### config.mk
export PLATFORM = sky130hd
export DESIGN_NAME = pulse_gen_multi
export DESIGN_NICKNAME = d
export VERILOG_FILES = /design/src/rtl/pulse_gen_multi.sv
export SDC_FILE = /design/constraint.sdc
export NUM_CORES = 1
export LEC_CHECK = 0
export BUFFER_PORTS_ARGS = -buffer_cell sky130_fd_sc_hd__buf_2
export CAP_MARGIN = 20
export CORE_MARGIN = 2
export CORE_UTILIZATION = 40
export DETAILED_ROUTE_END_ITERATION = 10
export PLACE_DENSITY = 0.6
export SLEW_MARGIN = 20
export SYNTH_ARGS = -nofsm -noshare
export SYNTH_HDL_FRONTEND = slang
export SYNTH_SLANG_ARGS = --single-unit
### constraint.sdc
create_clock -name clk -period 2.65 [get_ports clk]
set_clock_uncertainty 0.15 [all_clocks]
set_input_delay 0.265 -clock clk [delete_from_list [all_inputs] [get_ports clk]]
set_output_delay 0.265 -clock clk [all_outputs]
set_load 0.005 [all_outputs]
### src/rtl/pulse_gen_multi.sv
// pulse_gen_multi: per-channel synchronised edge-to-pulse generator with post-release holdoff.
// Optional auto-repeat while an input is held is enabled by defining PULSE_REPEAT_EN.
module pulse_gen_multi #(
  parameter int unsigned CHANNELS      = 4,
  parameter int unsigned SYNC_STAGES   = 2,
  parameter int unsigned PULSE_LEN     = 1,
  parameter int unsigned HOLDOFF       = 0,
  parameter int unsigned REPEAT_DELAY  = 16,
  parameter int unsigned REPEAT_PERIOD = 8
) (
  input  logic                clk,
  input  logic                rst,
  input  logic [CHANNELS-1:0] flag,
  output logic [CHANNELS-1:0] pulse,
  output logic [CHANNELS-1:0] busy,
  output logic                any_pulse
);

  typedef enum logic [1:0] {S_IDLE, S_PULSE, S_HELD, S_HOLDOFF} state_t;

  localparam int unsigned MAX_PH  = (PULSE_LEN > HOLDOFF) ? PULSE_LEN : HOLDOFF;
  localparam int unsigned MAX_RP  = (REPEAT_DELAY > REPEAT_PERIOD) ? REPEAT_DELAY : REPEAT_PERIOD;
  localparam int unsigned MAX_ALL = (MAX_PH > MAX_RP) ? MAX_PH : MAX_RP;
  localparam int unsigned CW      = $clog2(MAX_ALL + 1);
  localparam bit          HAS_HOLD = (HOLDOFF > 0);
  localparam logic [CW-1:0] L_PULSE = CW'(PULSE_LEN - 1);
  localparam logic [CW-1:0] L_HOLD  = CW'(HAS_HOLD ? HOLDOFF - 1 : 0);
`ifdef PULSE_REPEAT_EN
  localparam logic [CW-1:0] L_DLY   = CW'(REPEAT_DELAY - 1);
  localparam logic [CW-1:0] L_PER   = CW'(REPEAT_PERIOD - 1);
`endif

  logic [CHANNELS-1:0] w_pulse_nxt;
  logic [CHANNELS-1:0] w_busy_nxt;

  for (genvar gi = 0; gi < CHANNELS; gi++) begin : g_ch
    logic          w_flag_s;
    state_t        r_state, w_state_nxt;
    logic [CW-1:0] r_cnt, w_cnt_nxt;
`ifdef PULSE_REPEAT_EN
    logic          r_rep, w_rep_nxt;
`endif

    if (SYNC_STAGES == 0) begin : g_nosync
      assign w_flag_s = flag[gi];
    end else begin : g_sync
      logic [SYNC_STAGES-1:0] r_sync;
      always_ff @(posedge clk or negedge rst) begin
        if (!rst) begin
          r_sync <= '0;
        end else begin
          r_sync[0] <= flag[gi];
          for (int unsigned k = 1; k < SYNC_STAGES; k++) r_sync[k] <= r_sync[k-1];
        end
      end
      assign w_flag_s = r_sync[SYNC_STAGES-1];
    end

    always_comb begin
      w_state_nxt = r_state;
      w_cnt_nxt   = r_cnt;
`ifdef PULSE_REPEAT_EN
      w_rep_nxt   = r_rep;
`endif
      case (r_state)
        S_IDLE: begin
          if (w_flag_s) begin
            w_state_nxt = S_PULSE;
            w_cnt_nxt   = L_PULSE;
`ifdef PULSE_REPEAT_EN
            w_rep_nxt   = 1'b0;
`endif
          end
        end
        S_PULSE: begin
          if (r_cnt != '0) begin
            w_cnt_nxt = r_cnt - CW'(1);
          end else if (w_flag_s) begin
            w_state_nxt = S_HELD;
`ifdef PULSE_REPEAT_EN
            w_cnt_nxt   = r_rep ? L_PER : L_DLY;
`endif
          end else if (HAS_HOLD) begin
            w_state_nxt = S_HOLDOFF;
            w_cnt_nxt   = L_HOLD;
          end else begin
            w_state_nxt = S_IDLE;
          end
        end
        S_HELD: begin
          if (!w_flag_s) begin
            if (HAS_HOLD) begin
              w_state_nxt = S_HOLDOFF;
              w_cnt_nxt   = L_HOLD;
            end else begin
              w_state_nxt = S_IDLE;
            end
          end
`ifdef PULSE_REPEAT_EN
          else if (r_cnt == '0) begin
            w_state_nxt = S_PULSE;
            w_cnt_nxt   = L_PULSE;
            w_rep_nxt   = 1'b1;
          end else begin
            w_cnt_nxt = r_cnt - CW'(1);
          end
`endif
        end
        S_HOLDOFF: begin
          // A bounce during holdoff goes to HELD, never straight to a pulse.
          if (w_flag_s) begin
            w_state_nxt = S_HELD;
`ifdef PULSE_REPEAT_EN
            w_cnt_nxt   = L_DLY;
            w_rep_nxt   = 1'b0;
`endif
          end else if (r_cnt == '0) begin
            w_state_nxt = S_IDLE;
          end else begin
            w_cnt_nxt = r_cnt - CW'(1);
          end
        end
        default: w_state_nxt = S_IDLE;
      endcase
    end

    always_ff @(posedge clk or negedge rst) begin
      if (!rst) begin
        r_state <= S_IDLE;
        r_cnt   <= '0;
`ifdef PULSE_REPEAT_EN
        r_rep   <= 1'b0;
`endif
      end else begin
        r_state <= w_state_nxt;
        r_cnt   <= w_cnt_nxt;
`ifdef PULSE_REPEAT_EN
        r_rep   <= w_rep_nxt;
`endif
      end
    end

    assign w_pulse_nxt[gi] = (w_state_nxt == S_PULSE);
    assign w_busy_nxt[gi]  = (w_state_nxt != S_IDLE);
  end

  // Outputs are registered from next-state so pulse, busy and any_pulse share one edge.
  always_ff @(posedge clk or negedge rst) begin
    if (!rst) begin
      pulse     <= '0;
      busy      <= '0;
      any_pulse <= 1'b0;
    end else begin
      pulse     <= w_pulse_nxt;
      busy      <= w_busy_nxt;
      any_pulse <= |w_pulse_nxt;
    end
  end

endmodule

* Yosys cells after proc, flatten, opt, wreduce, memory -nomap -nowiden
Cells that the tools add are included.
Word-level totals: register bits 45, bits of input ports 6, output and inout bits 9
Cells by class: add/sub/neg operators 4, equality and inequality tests 32, multiplexer cells 48, reductions and logical operators 25
Operator list (number):
- 2-to-1 mux 5 bit | 16
- one-hot mux 5 bit (3 select lines) | 4
- 2-to-1 mux 2 bit | 24
- inequality test 2 bit (second input constant) | 16
- one-hot mux 2 bit (4 select lines) | 4
- zero test 5 bit | 4
- AND reduction 5 bit | 4
- nonzero test 5 bit | 4
- subtractor 5 x 1 -> 5 bit (second input constant) | 4
- == test 2 x 1 -> 1 bit (second input constant) | 8
- == test 2 bit (second input constant) | 8
- nonzero test 3 bit | 4
- zero test 2 bit | 4
- nonzero test 2 bit | 4
- OR reduction 4 bit | 1

* Logic depth before layout (Yosys ltp)
depth in word-level cells 6, gate-level depth with buffers 6, gate-level depth less buffers 6

* Worst setup path after synthesis
OpenSTA, ideal clock, no wires.
path type flip-flop to flip-flop, start reg g_ch[3].r_cnt[0], end reg g_ch[3].r_cnt[4], setup time 0.127 ns, arrival 1.720 ns, setup slack 0.653 ns, cell stages (with the launch flop) 7, path buffers 0, path through dfrtp_1 inv_1 ha_1 nor4b_2 and2_4 or4_1 mux2_1
On the way: word-level cells in the longest chain between the ends 4, elaborated cells between the ends (all ways) 10, those cells by class 1 x add/sub; 2 x eq/ne; 4 x mux; 3 x reduce/logical
Ends and longest elaborated chain:
- from (decl) | line 39 | logic [CW-1:0] r_cnt, w_cnt_nxt;
- from (signal assigned) | line 136 | r_cnt <= w_cnt_nxt;
- subtractor 5 x 1 -> 5 bit | line 77, 120
- 2-to-1 mux 5 bit | line 117 | end else if (r_cnt == '0) begin
- 2-to-1 mux 5 bit | line 111 | if (w_flag_s) begin
- one-hot mux 5 bit (3 select lines) | line 65 | case (r_state)
Several ways; a longest one is shown, not always the timed one. The select of a mux whose other input is x is not followed. A chain may end at the register's enable or synchronous reset.

* Final worst setup path
start reg g_ch[2].r_cnt[0], end reg any_pulse
On the way: word-level cells in the longest chain between the ends 6, elaborated cells between the ends (all ways) 8, those cells by class 1 x eq/ne; 4 x mux; 3 x reduce/logical
Ends and longest elaborated chain:
- from (decl) | line 39
- from (signal assigned) | line 136
- zero test 5 bit | line 117
- 2-to-1 mux 2 bit | line 117
- 2-to-1 mux 2 bit | line 111
- one-hot mux 2 bit (4 select lines) * | line 65
- == test 2 x 1 -> 1 bit * | line 143 | assign w_pulse_nxt[gi] = (w_state_nxt == S_PULSE);
- via w_pulse_nxt[2] | line 33 | logic [CHANNELS-1:0] w_pulse_nxt;
- OR reduction 4 bit * | line 156 | any_pulse <= |w_pulse_nxt;
- to (signal assigned) | line 156
- to (decl) | line 16 | output logic any_pulse
Mark *: on every way through the listed nets, which the timed path passes. The rest lies on a longest branch.

==> results.md <==
- Smallest hold slack: 0.2028 ns
- Core area: 5042 sq um
- PostCTS Resize Cnt: 0
- Setup TNS after final layout: 0 ns
- Wire per inst: 12.92 um
- Shortest period the worst path allows: 2.142 ns
- Synth async-reset ratio: 100.0%
- HPWL after DPL: 2561 um
- Total of warnings raised by yosys: 0
- First-pass DRT Iterations: 4
- Transition time of the tightest slew-check pin: 0.6136 ns
- Flip-flop and latch count after synthesis: 45
- Routed WL: 3631 um
- Weighted congestion at the end of routability-driven global placement: 0.7714
- Count of endpoints failing setup in the final report: 0
- Maximum VDD drop: 0.4810 mV
- Number of flops mapped to enable cells by yosys: 0
- Count of nets after finishing: 224
- Horiz. Die Dim: 75.95 um
- Highest fanout seen on the critical path: 8
- GRT Total Usage: 14.00%
- Hold Startpoint: g_ch[1].g_sync.r_sync[0]
- Worst skew pair latency: 0.29 ns
- Number of I/O port buffers: 14
- Sort of element at the end of the critical path: register
- Global-route wire length before repair: 6492 um
- Area growth from synthesis to final layout: 14.62%
- TritonCTS Sinks: 45
- Number of antenna violations at the first check in global routing: 0
- Sequential element share of the synthesized area: 54.38%
- Die height: 75.95 um
- Max Transition Viols Final: 0
- Instance count of the mapped netlist: 182
- Via count of the first global-routing pass: 1424
- Per-instance average area after synthesis: 11.38 sq um
- Final-report hold violation count: 0
- End of the worst register-to-register path: any_pulse
- Die footprint: 5768 sq um
- CP required: 2.67 ns
- End point of the most critical hold path: g_ch[1].g_sync.r_sync[1]
- Max cap viols: 0
- Worst-path clk slew: 0.08 ns
- Max-slew headroom at the worst pin: 59.02%
- Vias after detailed routing: 1406
- Cell area reported after detailed placement: 2243 sq um
- Num ports: 15
- Std-Cell Rows: 26
- Data arrival time at the worst-slack endpoint: 2.16 ns
- Via density: 5.004
- Startpoint of the worst-slack reg-to-reg timing path: g_ch[2].r_cnt[0]
- Residual antenna-violating net count after detailed routing: 0
- Count of inserted antenna diode cells: 0
- Iteration-0 DRC count of the detailed router: 113
- Final clock period utilization by the worst path: 80.82%
- WS Path Type: register to register
- Number of cells traversed by the worst register-to-register path: 6
- Power Dens Cells: 1172 nW/um^2
- R2R Setup Slk: 0.51 ns
- RSZ-0062 raised after global routing: no
- Critical path startpoint category: register
- Status: complete, no violations
- CTS Buf Count: 5
- Most instantiated flip-flop cell in the synthesis netlist: dfrtp_1
- Overflow left after global routing: 0
- Total DRC errors in the routed layout: 0
- Maximum level of the CTS H-tree: 2
- Worst hold path stage count: 0
- Maximum number of pins on one net before global-route repair: 26
- Starting utilization of the core area: 41.07%
- CTS Buffer Depth: 2
- Buffer count from post-CTS setup fixing: 0
- Ratio of cells with drive above 1 in the final layout: 16.11%
- Final cell area excluding filler cells: 2374 sq um
- Synthesized cell area: 2071 sq um
- Library cell used as clock root buffer: clkbuf_8
- Path class of the lowest-slack min-delay path: register to register
- Post-Synthesis Net Count: 196
- Maximum operating frequency: 466.9 MHz
- CTS tree: done
- Count of distinct cell types in the synthesized netlist: 38
- Static leakage power: 1.051 nW
-- critical path, cell delays in order, from the launching register on --
cell,delay (ns)
dfrtp_1,0.42
inv_1,0.10
ha_1,0.15
nor4b_4,0.40
and2_4,0.24
nor3_2,0.05
or4_1,0.51
-- area by class of cell --
class	count	area, sq um
clock buffer	8	80.08
fill	466	2669
inverter	17	63.81
multi-input combinational	120	880.8
sequential	45	1126
tap	70	87.58
timing repair buffer	21	135.1
-- through the flow --
stage | worst slack, ns | total power (W) | cells | util, %
2_1_floorplan | 0.6527 | 0.002065 | 182 | -
3_3_place_gp | 0.5670 | 0.002362 | 268 | 44.49
3_5_place_dp | 0.5346 | 0.002379 | 268 | 44.49
4_1_cts | 0.5125 | 0.002818 | 281 | 47.07
5_1_grt | 0.3755 | 0.003050 | 281 | 47.07
6_report | 0.5083 | 0.002783 | 281 | 47.07
-- how the worst max path moves through the flow --
stage | depth (start not counted) | to | from
floorplan | 6 | g_ch[3].r_cnt[4] | g_ch[3].r_cnt[0]
global placement | 6 | any_pulse | g_ch[2].r_cnt[0]
detailed placement | 6 | g_ch[1].r_cnt[4] | g_ch[1].r_cnt[0]
CTS | 6 | g_ch[1].r_cnt[4] | g_ch[1].r_cnt[0]
global route | 6 | g_ch[1].r_cnt[4] | g_ch[1].r_cnt[0]
finish | 6 | any_pulse | g_ch[2].r_cnt[0]
-- synth_stat cells, types with 4 or more instances --
| cell | instances | area (sq um) |
|---|---|---|
| a21o_1 | 5 | 37.54 |
| a21oi_1 | 10 | 50.05 |
| and2_1 | 4 | 25.02 |
| dfrtp_1 | 45 | 1126 |
| ha_1 | 8 | 100.1 |
| inv_1 | 17 | 63.81 |
| nand2_1 | 5 | 18.77 |
| nand3_1 | 8 | 40.04 |
| nand3b_1 | 4 | 30.03 |
| nor2_1 | 12 | 45.04 |
| nor3_1 | 7 | 35.03 |
| o21ai_0 | 5 | 25.02 |
| o21ai_1 | 4 | 20.02 |
| or4_1 | 4 | 30.03 |
-- where the power goes --
group / switching [W] / internal, W / total, W
Combinational: 0.000567 / 0.000575 / 0.00114
Sequential: 0.000268 / 0.000958 / 0.00123
Clock: 0.000226 / 0.000188 / 0.000414
-- sequential cells by signal, summed over array words and instances (netlist names) --
register,cells
any_pulse,1
busy,4
g_ch.g_sync.r_sync,8
g_ch.r_cnt,20
g_ch.r_state,8
pulse,4
-- cells in the final DEF (no fill, tap or decap), drive strengths merged, types with 2 or more instances in the layout --
cell / instances
ha: 8
nand3: 8
o22ai: 2
nor4b: 4
dfrtp: 45
nand3b: 4
inv: 17
a21bo: 2
or4: 4
mux2i: 2
nor2: 13
a21o: 5
o21ai: 9
a211oi: 5
nor3: 8
mux2: 3
nor3b: 3
nand2: 5
clkbuf: 8
nor2b: 3
dlygate4sd3: 5
a21oi: 10
a22o: 4
and2: 6
nand2b: 2
o21bai: 3
buf: 16
-- logic make-up after synthesis --
group / Yosys count / share of synthesized area (%)
AOI/OAI and AO/OA: 43 / 14.62
xor gates and xnor gates: 1 / 0.4230
adders and majority gates: 8 / 4.834
buffers and inverters: 17 / 3.082
DFF: 45 / 54.38
muxes: 5 / 2.598
and+or+nand+nor: 63 / 20.06
-- timing repair --
action | in CTS | in global routing
endpoints found under the hold margin | 24 | 0
hold buffers | 5 | 0
setup endpoints to repair | 0 | 0
-- metal layers --
| layer | vias up | wire length, um | part of all wire (%) | global-route usage (%) |
|---|---|---|---|---|
| met5 | - | 0 | 0 | 0 |
| met4 | 0 | 40 | 1.1 | 4.909 |
| met3 | 4 | 109 | 3.0 | 3.690 |
| met2 | 17 | 1707 | 47 | 22.95 |
| met1 | 681 | 1774 | 49 | 18.01 |
| li1 | 704 | - | - | - |
(Power assumes the default switching activity.)
